**config.mk**
```make
export PLATFORM = sky130hd
export DESIGN_NAME = oam_dma_flat
export DESIGN_NICKNAME = d
export VERILOG_FILES = /design/src/rtl/oam_dma_if.sv /design/src/rtl/oam_dma.sv /design/src/flat_wrapper.sv
export SDC_FILE = /design/constraint.sdc
export NUM_CORES = 1
export LEC_CHECK = 0
export CORE_MARGIN = 4
export CORE_UTILIZATION = 30
export CTS_CLUSTER_DIAMETER = 60
export DETAILED_ROUTE_END_ITERATION = 16
export SLEW_MARGIN = 20
export SYNTH_ARGS = -nofsm -noshare
export SYNTH_HDL_FRONTEND = slang
export SYNTH_SLANG_ARGS = --single-unit
```
**constraint.sdc**
```tcl
create_clock -name clk -period 2.7 [get_ports clk]
set_input_delay 0.405 -clock clk [delete_from_list [all_inputs] [get_ports clk]]
set_output_delay 0.405 -clock clk [all_outputs]
set_load 0.05 [all_outputs]
```
**src/rtl/oam_dma_if.sv**
```systemverilog
`default_nettype none
//------------------------------------------------------------------------------
// Module      : mem_if
// Description : Shared BRAM-region memory bus. The master drives address,
//               write data and write strobe; the addressed slave returns
//               registered read data one cycle after the address.
// Revision    : 1.0 - initial release
//------------------------------------------------------------------------------
interface mem_if;
    logic [15:0] addr_select;
    logic [7:0]  write_value;
    logic        write_enable;
    logic [7:0]  read_out;

    modport master (
        output addr_select,
        output write_value,
        output write_enable,
        input  read_out
    );

    modport slave (
        input  addr_select,
        input  write_value,
        input  write_enable,
        output read_out
    );
endinterface
`default_nettype wire

```
**src/rtl/oam_dma.sv**
```systemverilog
`default_nettype none
//------------------------------------------------------------------------------
// Module      : oam_dma
// Description : Sprite-attribute DMA. On a 0xFF46 write it copies LEN bytes
//               from the selected source page (echo RAM remapped to work RAM)
//               into OAM at DST_BASE, one byte every three cycles (RD, CAP,
//               WR). Optional macro OAM_DMA_RESTART_EN lets a trigger while
//               busy restart the copy from byte 0.
// Revision    : 1.0 - initial release
//------------------------------------------------------------------------------
module oam_dma #(
    parameter int          LEN      = 160,
    parameter logic [15:0] DST_BASE = 16'hFE00
) (
    input  logic       clk,
    input  logic       rst_n,
    input  logic       trig,
    input  logic [7:0] trig_page,
    mem_if.master      bus,
    output logic       busy,
    output logic       done
);

    localparam logic [1:0] c_st_idle  = 2'd0;
    localparam logic [1:0] c_st_rd    = 2'd1;
    localparam logic [1:0] c_st_cap   = 2'd2;
    localparam logic [1:0] c_st_wr    = 2'd3;
    localparam logic [7:0] c_last_idx = 8'(LEN - 1);

    logic [1:0] r_state;
    logic [1:0] w_state_nxt;
    logic [7:0] r_idx;
    logic [7:0] w_idx_nxt;
    logic [7:0] r_src_hi;
    logic [7:0] w_src_hi_nxt;
    logic [7:0] r_data_q;
    logic       r_done;
    logic       w_done_nxt;
    logic [7:0] w_remap_page;
    logic       w_restart;

    // Echo RAM pages 0xE0-0xFF alias work RAM 0x20 pages lower
    assign w_remap_page = (trig_page >= 8'hE0) ? (trig_page - 8'h20) : trig_page;

`ifdef OAM_DMA_RESTART_EN
    assign w_restart = trig && (r_state != c_st_idle);
`else
    assign w_restart = 1'b0;
`endif

    // State, byte index, source page and done pulse registers
    always_ff @(posedge clk or negedge rst_n) begin
        if (!rst_n) begin
            r_state  <= c_st_idle;
            r_idx    <= 8'd0;
            r_src_hi <= 8'd0;
            r_done   <= 1'b0;
        end else begin
            r_state  <= w_state_nxt;
            r_idx    <= w_idx_nxt;
            r_src_hi <= w_src_hi_nxt;
            r_done   <= w_done_nxt;
        end
    end

    // Capture the slave's registered read data during CAP
    always_ff @(posedge clk or negedge rst_n) begin
        if (!rst_n) begin
            r_data_q <= 8'd0;
        end else if (r_state == c_st_cap) begin
            r_data_q <= bus.read_out;
        end
    end

    // Next-state logic; a restart overrides everything, including the done pulse
    always_comb begin
        w_state_nxt  = r_state;
        w_idx_nxt    = r_idx;
        w_src_hi_nxt = r_src_hi;
        w_done_nxt   = 1'b0;
        case (r_state)
            c_st_idle: begin
                if (trig) begin
                    w_src_hi_nxt = w_remap_page;
                    w_idx_nxt    = 8'd0;
                    w_state_nxt  = c_st_rd;
                end
            end
            c_st_rd:  w_state_nxt = c_st_cap;
            c_st_cap: w_state_nxt = c_st_wr;
            c_st_wr: begin
                if (r_idx == c_last_idx) begin
                    w_state_nxt = c_st_idle;
                    w_done_nxt  = 1'b1;
                end else begin
                    w_idx_nxt   = r_idx + 8'd1;
                    w_state_nxt = c_st_rd;
                end
            end
            default: w_state_nxt = c_st_idle;
        endcase
        if (w_restart) begin
            w_src_hi_nxt = w_remap_page;
            w_idx_nxt    = 8'd0;
            w_state_nxt  = c_st_rd;
            w_done_nxt   = 1'b0;
        end
    end

    // Bus outputs decoded from registered state only; destination low byte wraps without carry
    always_comb begin
        bus.addr_select  = 16'h0000;
        bus.write_value  = 8'h00;
        bus.write_enable = 1'b0;
        case (r_state)
            c_st_rd, c_st_cap: begin
                bus.addr_select = {r_src_hi, r_idx};
            end
            c_st_wr: begin
                bus.addr_select  = {DST_BASE[15:8], DST_BASE[7:0] + r_idx};
                bus.write_value  = r_data_q;
                bus.write_enable = 1'b1;
            end
            default: ;
        endcase
    end

    assign busy = (r_state != c_st_idle);
    assign done = r_done;

endmodule
`default_nettype wire

```
**src/flat_wrapper.sv**
```systemverilog
// flat-port wrapper written by rule: the top's interface ports become plain ports
module oam_dma_flat 
#(
    parameter int          LEN      = 160,
    parameter logic [15:0] DST_BASE = 16'hFE00
)
  (clk, rst_n, trig, trig_page, busy, done, bus_addr_select, bus_write_value, bus_write_enable, bus_read_out);
  mem_if bus_i ();
  input  logic clk;
  input  logic rst_n;
  input  logic trig;
  input  logic [7:0] trig_page;
  output logic busy;
  output logic done;
  output wire logic [$bits(bus_i.addr_select)-1:0] bus_addr_select;
  output wire logic [$bits(bus_i.write_value)-1:0] bus_write_value;
  output wire logic [$bits(bus_i.write_enable)-1:0] bus_write_enable;
  input wire logic [$bits(bus_i.read_out)-1:0] bus_read_out;
  assign bus_addr_select = bus_i.addr_select;
  assign bus_write_value = bus_i.write_value;
  assign bus_write_enable = bus_i.write_enable;
  assign bus_i.read_out = bus_read_out;
  oam_dma #(.LEN(LEN), .DST_BASE(DST_BASE)) u_core (.clk(clk), .rst_n(rst_n), .trig(trig), .trig_page(trig_page), .bus(bus_i), .busy(busy), .done(done));
endmodule
```
* Word level (Yosys, flattened, before mapping)
Cells that the tools add are included.
** Storage, ports and cells
- Register bits after elaboration :: 27
- Input port bits :: 19
- Output and inout port bits :: 27
- Word-level logic and storage cells :: 32
** Operators by class
- Order comparisons :: 1
- Mux-type cells :: 12
- Reduce and logical (&&, ||, !) cells :: 6
- Add/sub/neg operators :: 2
- Equal/unequal tests :: 6
** Operators with widths (count)
- $mux 8 :: 4
- $pmux 16 s2 :: 1
- $pmux 8 s2 :: 1
- $add 8x1->8 const B :: 1
- $eq 8x8->1 const B :: 1
- $ge 8x8->1 const B :: 1
- $pmux 2 s4 :: 1
- $sub 8x6->8 const B :: 1
- $eq 2x2->1 const B :: 2
- $mux 1 :: 4
- $ne 2x2->1 const B :: 2
- $reduce_bool 2->1 :: 2
- $reduce_and 3->1 :: 1
- $eq 2x1->1 const B :: 1
- $logic_not 2->1 :: 1
- $mux 2 :: 1
- $reduce_and 2->1 :: 1
- $reduce_or 2->1 :: 1

* Depth between registers and ports, before layout
- Depth after elaboration :: 3
- Gate-level depth with buffers :: 6
- Depth with buffers taken out :: 6

* Worst setup path before layout
Ideal clock, no wire load.
- Path type :: register to output
- From :: register u_core.r_state[1]
- To :: output bus_addr_select[3]
- Cell stages (with the launch flop) :: 5
- Slack :: -0.007 ns
- Required time :: 2.295 ns
- Arrival time :: 2.302 ns
- Path buffers :: 1
- Cells stage by stage :: dfrtp_1 > ha_1 > clkbuf_1 > nor2_1 > nor3_1
** On the way
- Word-level cells in the longest chain between the ends :: 3
- Elaborated cells on any way between the ends :: 5
- Those cells by class :: eq/ne: 3; mux: 1; reduce/logical: 1
** RTL lines
- start: declaration :: RTL line oam_dma.sv:30 : logic [1:0] r_state;
- start signal: assignment :: RTL line oam_dma.sv:54 : r_state <= c_st_idle;
- start signal: assignment :: RTL line oam_dma.sv:59 : r_state <= w_state_nxt;
- $eq 2x1->1 / $eq 2x2->1 (equally long branches) :: RTL line oam_dma.sv:115 : case (r_state)
- $reduce_or 2->1 :: RTL line oam_dma.sv:115
- $pmux 16 s2 (*) :: RTL line oam_dma.sv:115
- end: declaration :: RTL line flat_wrapper.sv:15 : output wire logic [$bits(bus_i.addr_select)-1:0] bus_addr_select;
Every way passes the cells marked *; elsewhere a longest branch is shown, timed or not.

* Worst setup path in the final report
- From :: register u_core.r_state[0]
- To :: output bus_addr_select[1]
The elaborated chain is that of the path after synthesis.

==> summary.md <==
| Metric | Value |
|---|---|
| Max-slew violations | `0` |
| CTS tree | `yes` |
| Total power draw | `2.54 mW` |
| Drt first-iter violations | `56` |
| Remaining antenna violation count | `0` |
| Status | `finished clean` |
| Die H | `77.6 µm` |
| Die extent in x | `77.6 µm` |
| Root Buffer | `clkbuf_8` |
| FF+latch area | `676 µm²` |
| Critical Path AT | `2.01 ns` |
| Crit-path cells | `inv_1, ha_1, nor2_1, nor2_1, and2_1, buf_12` |
| CP max stage cell | `ha_1` |
| Sw Share | `approximately half` |
| Syn. warnings | `0` |
| Crit path kind | `register to primary output` |
| Top_reg_cell synth | `dfrtp_1` |
| Sink Count | `27` |
| Clk_skew | `approximately 0.0025 ns` |
| Met2 wire length | `1460 µm` |
| Worst Tran Pin Value | `0.528 ns` |
| Number of global-route vias before repair | `1,204` |
| Yosys reg bits | `27` |
| Ports | `46` |
| Post-synthesis async set-or-reset flop share | `100%` |
| Routed wl met3 | `147 µm` |
| Clk pin slew, worst setup/hold paths | `0.09 ns` |
| Area growth syn-to-layout | `41.7%` |
| HPWL after DPL | `2420 µm` |
| Layout Nets | `221` |
| CTS max path bufs | `2` |
| Core Util, Final | `a little over two fifths` |
| Final setup viols | `0` |
| Via density | `4.55` |
| CP Launch Type | `register` |
| DRC viols | `0` |
| Core ar. | `about 4700 µm²` |
| Share of layout cells above drive strength 1 | `between 20% and 30%` |
| Buffers on Ports | `45` |
| Max Cap Violations | `0` |
| Unique cell type count in the Yosys netlist | `31` |
| Max Clk Rate | `between 400 and 500 MHz` |
| Worst hold-check path type | `register to register` |
| Area of the multi-input gates | `723 µm²` |
| Most used cell, CP | `nor2_1` |
| Remaining Overflow, GRT | `0` |
| Cell row count | `25` |
| Unrepaired setup endpoints after global routing | `no` |
| Crit Path Max Fanout | `10` |
| Cells after Synth | `150` |
| DRT Wirelength | `3250 µm` |
| Worst IR Drop VDD | `between 0.9 and 1 mV` |
| Fin Setup TNS | `0 ns` |
| EDFF count, synth | `0` |
| Initial antenna violation count | `0` |
| CTS Buf Count | `3` |
| Gp weighted congestion | `0.748` |
| Final Hold Fails | `0` |
| Comb pwr share | `65.8%` |
| Fin crit share | `89.6%` |
| Top sig layer | `met4` |
| H-tree levels | `1` |
| Hold bufs inserted after CTS | `0` |
| Clk pwr share | `9.1%` |
| Rel. slew slack | `64.6%` |
| CP Data Required Time | `2.30 ns` |
| Synth Area per Inst | `9.69 µm²` |
| Sequential share of the synthesized area | `46.5%` |
| Syn Nets | `175` |
| Crit. End Element | `primary output` |
| Overall Global Routing Usage | `about 11%` |
| Register share of total power | `25.1%` |
| Clock latency on the worst-skew pair | `roughly 0.27 ns` |
| N_diodes | `0` |
| Via count | `1,193` |
| Routed len/inst | `12.4 µm` |
| DRT Pass-1 Iters | `4` |
| Internal Power | `roughly 1.2 mW` |
| Die ar. | `6020 µm²` |
| Tmin final | `2.42 ns` |
| Net switching power | `about 1.3 mW` |
| PwrDens | `about 1200 nW/µm²` |
| P_leak | `between 0.9 and 1 nW` |
| Synthesized cell area | `1450 µm²` |
| Met1 wire length | `1600 µm` |
| Pin count of the biggest net entering global routing | `28` |
| Initial cell density of the core | `30.8%` |
| First-pass GRT wire length | `5420 µm` |
| Critical Path Max Stage Delay | `0.45 ns` |
| FILL cells | `466` |
==> registers in the layout (all words and copies together) (netlist names) <==
signal and count:
u_core.r_data_q 8, u_core.r_idx 8, u_core.r_src_hi 8, u_core.r_state 2, u_core.done 1
==> synthesized netlist by cell type (all sizes together) (2+ instances only) <==
cell / n / area [µm²]
nand2: 13 / 48.8
nor3: 3 / 15.0
or3: 2 / 12.5
clkbuf: 6 / 22.5
and2: 15 / 95.1
and3: 3 / 20.0
a21oi: 14 / 70.1
o21ai: 11 / 55.1
nor2: 11 / 41.3
ha: 6 / 75.1
nand3: 4 / 20.0
inv: 7 / 26.3
mux2: 13 / 146
dfrtp: 27 / 676
==> layout make-up <==
| type | instances | area share (%) |
|---|---|---|
| clock buffers | 3 | 2.00 |
| flip-flops and latches | 27 | 32.8 |
| repair buffers | 48 | 24.5 |
| inverters | 7 | 1.28 |
| multi-input cells | 109 | 35.1 |
| clock inverters | 1 | 0.243 |
| well taps | 67 | 4.07 |
==> critical path, delay by kind of cell (launching register included) <==
family / cells / cell delay (ns)
flops: 1 / 0.39
buf+inv: 2 / 0.23
fa+ha+maj: 1 / 0.45
simple gates: 3 / 0.65
==> kinds of logic (layout without fill, tap and decap cells) <==
kind of cell / count (synthesis) / in the layout / share of synthesized area (%)
and+or+nand+nor: 56 / 56 / 20.2
AOI/OAI and AO/OA: 33 / 33 / 13.3
DFF: 27 / 27 / 46.5
buffers and inverters: 14 / 59 / 4.13
muxes: 13 / 13 / 10.1
adders and majority gates: 6 / 6 / 5.16
xor gates and xnor gates: 1 / 1 / 0.603
==> path summary, 6_finish.rpt <==
kind | cells after the start | start | slack, ns | endpoint
worst max-delay path | 6 | u_core.r_state[0] | 0.28 | bus_addr_select[1]
min in group asynchronous | 2 | rst_n | 0.50 | u_core.r_data_q[3]
max in group asynchronous | 2 | rst_n | 1.95 | u_core.r_src_hi[5]
worst min register to register | 2 | u_core.r_src_hi[5] | 0.49 | u_core.r_src_hi[5]
worst min-delay path | 2 | u_core.r_src_hi[5] | 0.49 | u_core.r_src_hi[5]
worst max register to register | 6 | u_core.r_state[1] | 0.73 | u_core.r_idx[3]
==> metrics by stage <==
stage               area [µm²]  hold WS, ns  worst slack (ns)  std cells
global route              2060        0.529            0.0454        262
CTS                       2060        0.496            0.0449        262
global placement          2010        0.472             0.409        258
finish                    2060        0.493             0.282        262
detailed placement        2010        0.475             0.360        258
floorplan                 1460        0.109             0.149        150
==> placed cells by master, fill, tap and decap left out <==
cell type,count
and4bb_4,1
a21o_1,1
o31ai_1,1
clkinv_2,1
inv_1,7
nand4_1,1
buf_12,7
clkdlybuf4s50_1,21
and2_1,14
nor4_1,1
mux2_2,13
nand3_1,4
o21ai_0,11
nor3_2,1
a311oi_1,1
and3_1,2
a221o_1,1
a211o_1,1
a21oi_1,14
a311o_1,1
a211oi_1,1
and2_2,1
ha_1,6
dfrtp_1,27
nand2b_1,1
nand2_1,13
and3_2,1
clkbuf_8,3
xor2_1,1
dlymetal6s2s_1,1
a22o_1,1
nor2b_1,1
buf_4,19
or3_1,2
nor3_1,2
nor2_1,11
==> power by group through the flow <==
stage / sequential [mW] / combinational [mW] / clock [mW]
after floorplan: 0.622 / 1.19 / 0
after global placement: 0.641 / 1.67 / 0
after detailed placement: 0.648 / 1.69 / 0
after CTS: 0.639 / 1.70 / 0.242
after global routing: 0.661 / 1.81 / 0.256
final: 0.638 / 1.67 / 0.231
==> repair_timing <==
action | in CTS | in global routing
gates resized for setup | 0 | 1
setup endpoints to repair | 0 | 1
hold endpoints to repair | 0 | 0
buffers inserted | 0 | 0
==> routing by layer <==
layer / vias to the layer above / GRT usage (%)
met5: - / 0
met2: 29 / 18.2
met4: 0 / 3.74
li1: 609 / -
met1: 550 / 14.8
met3: 5 / 2.44
Power figures use the tool's default switching activity.
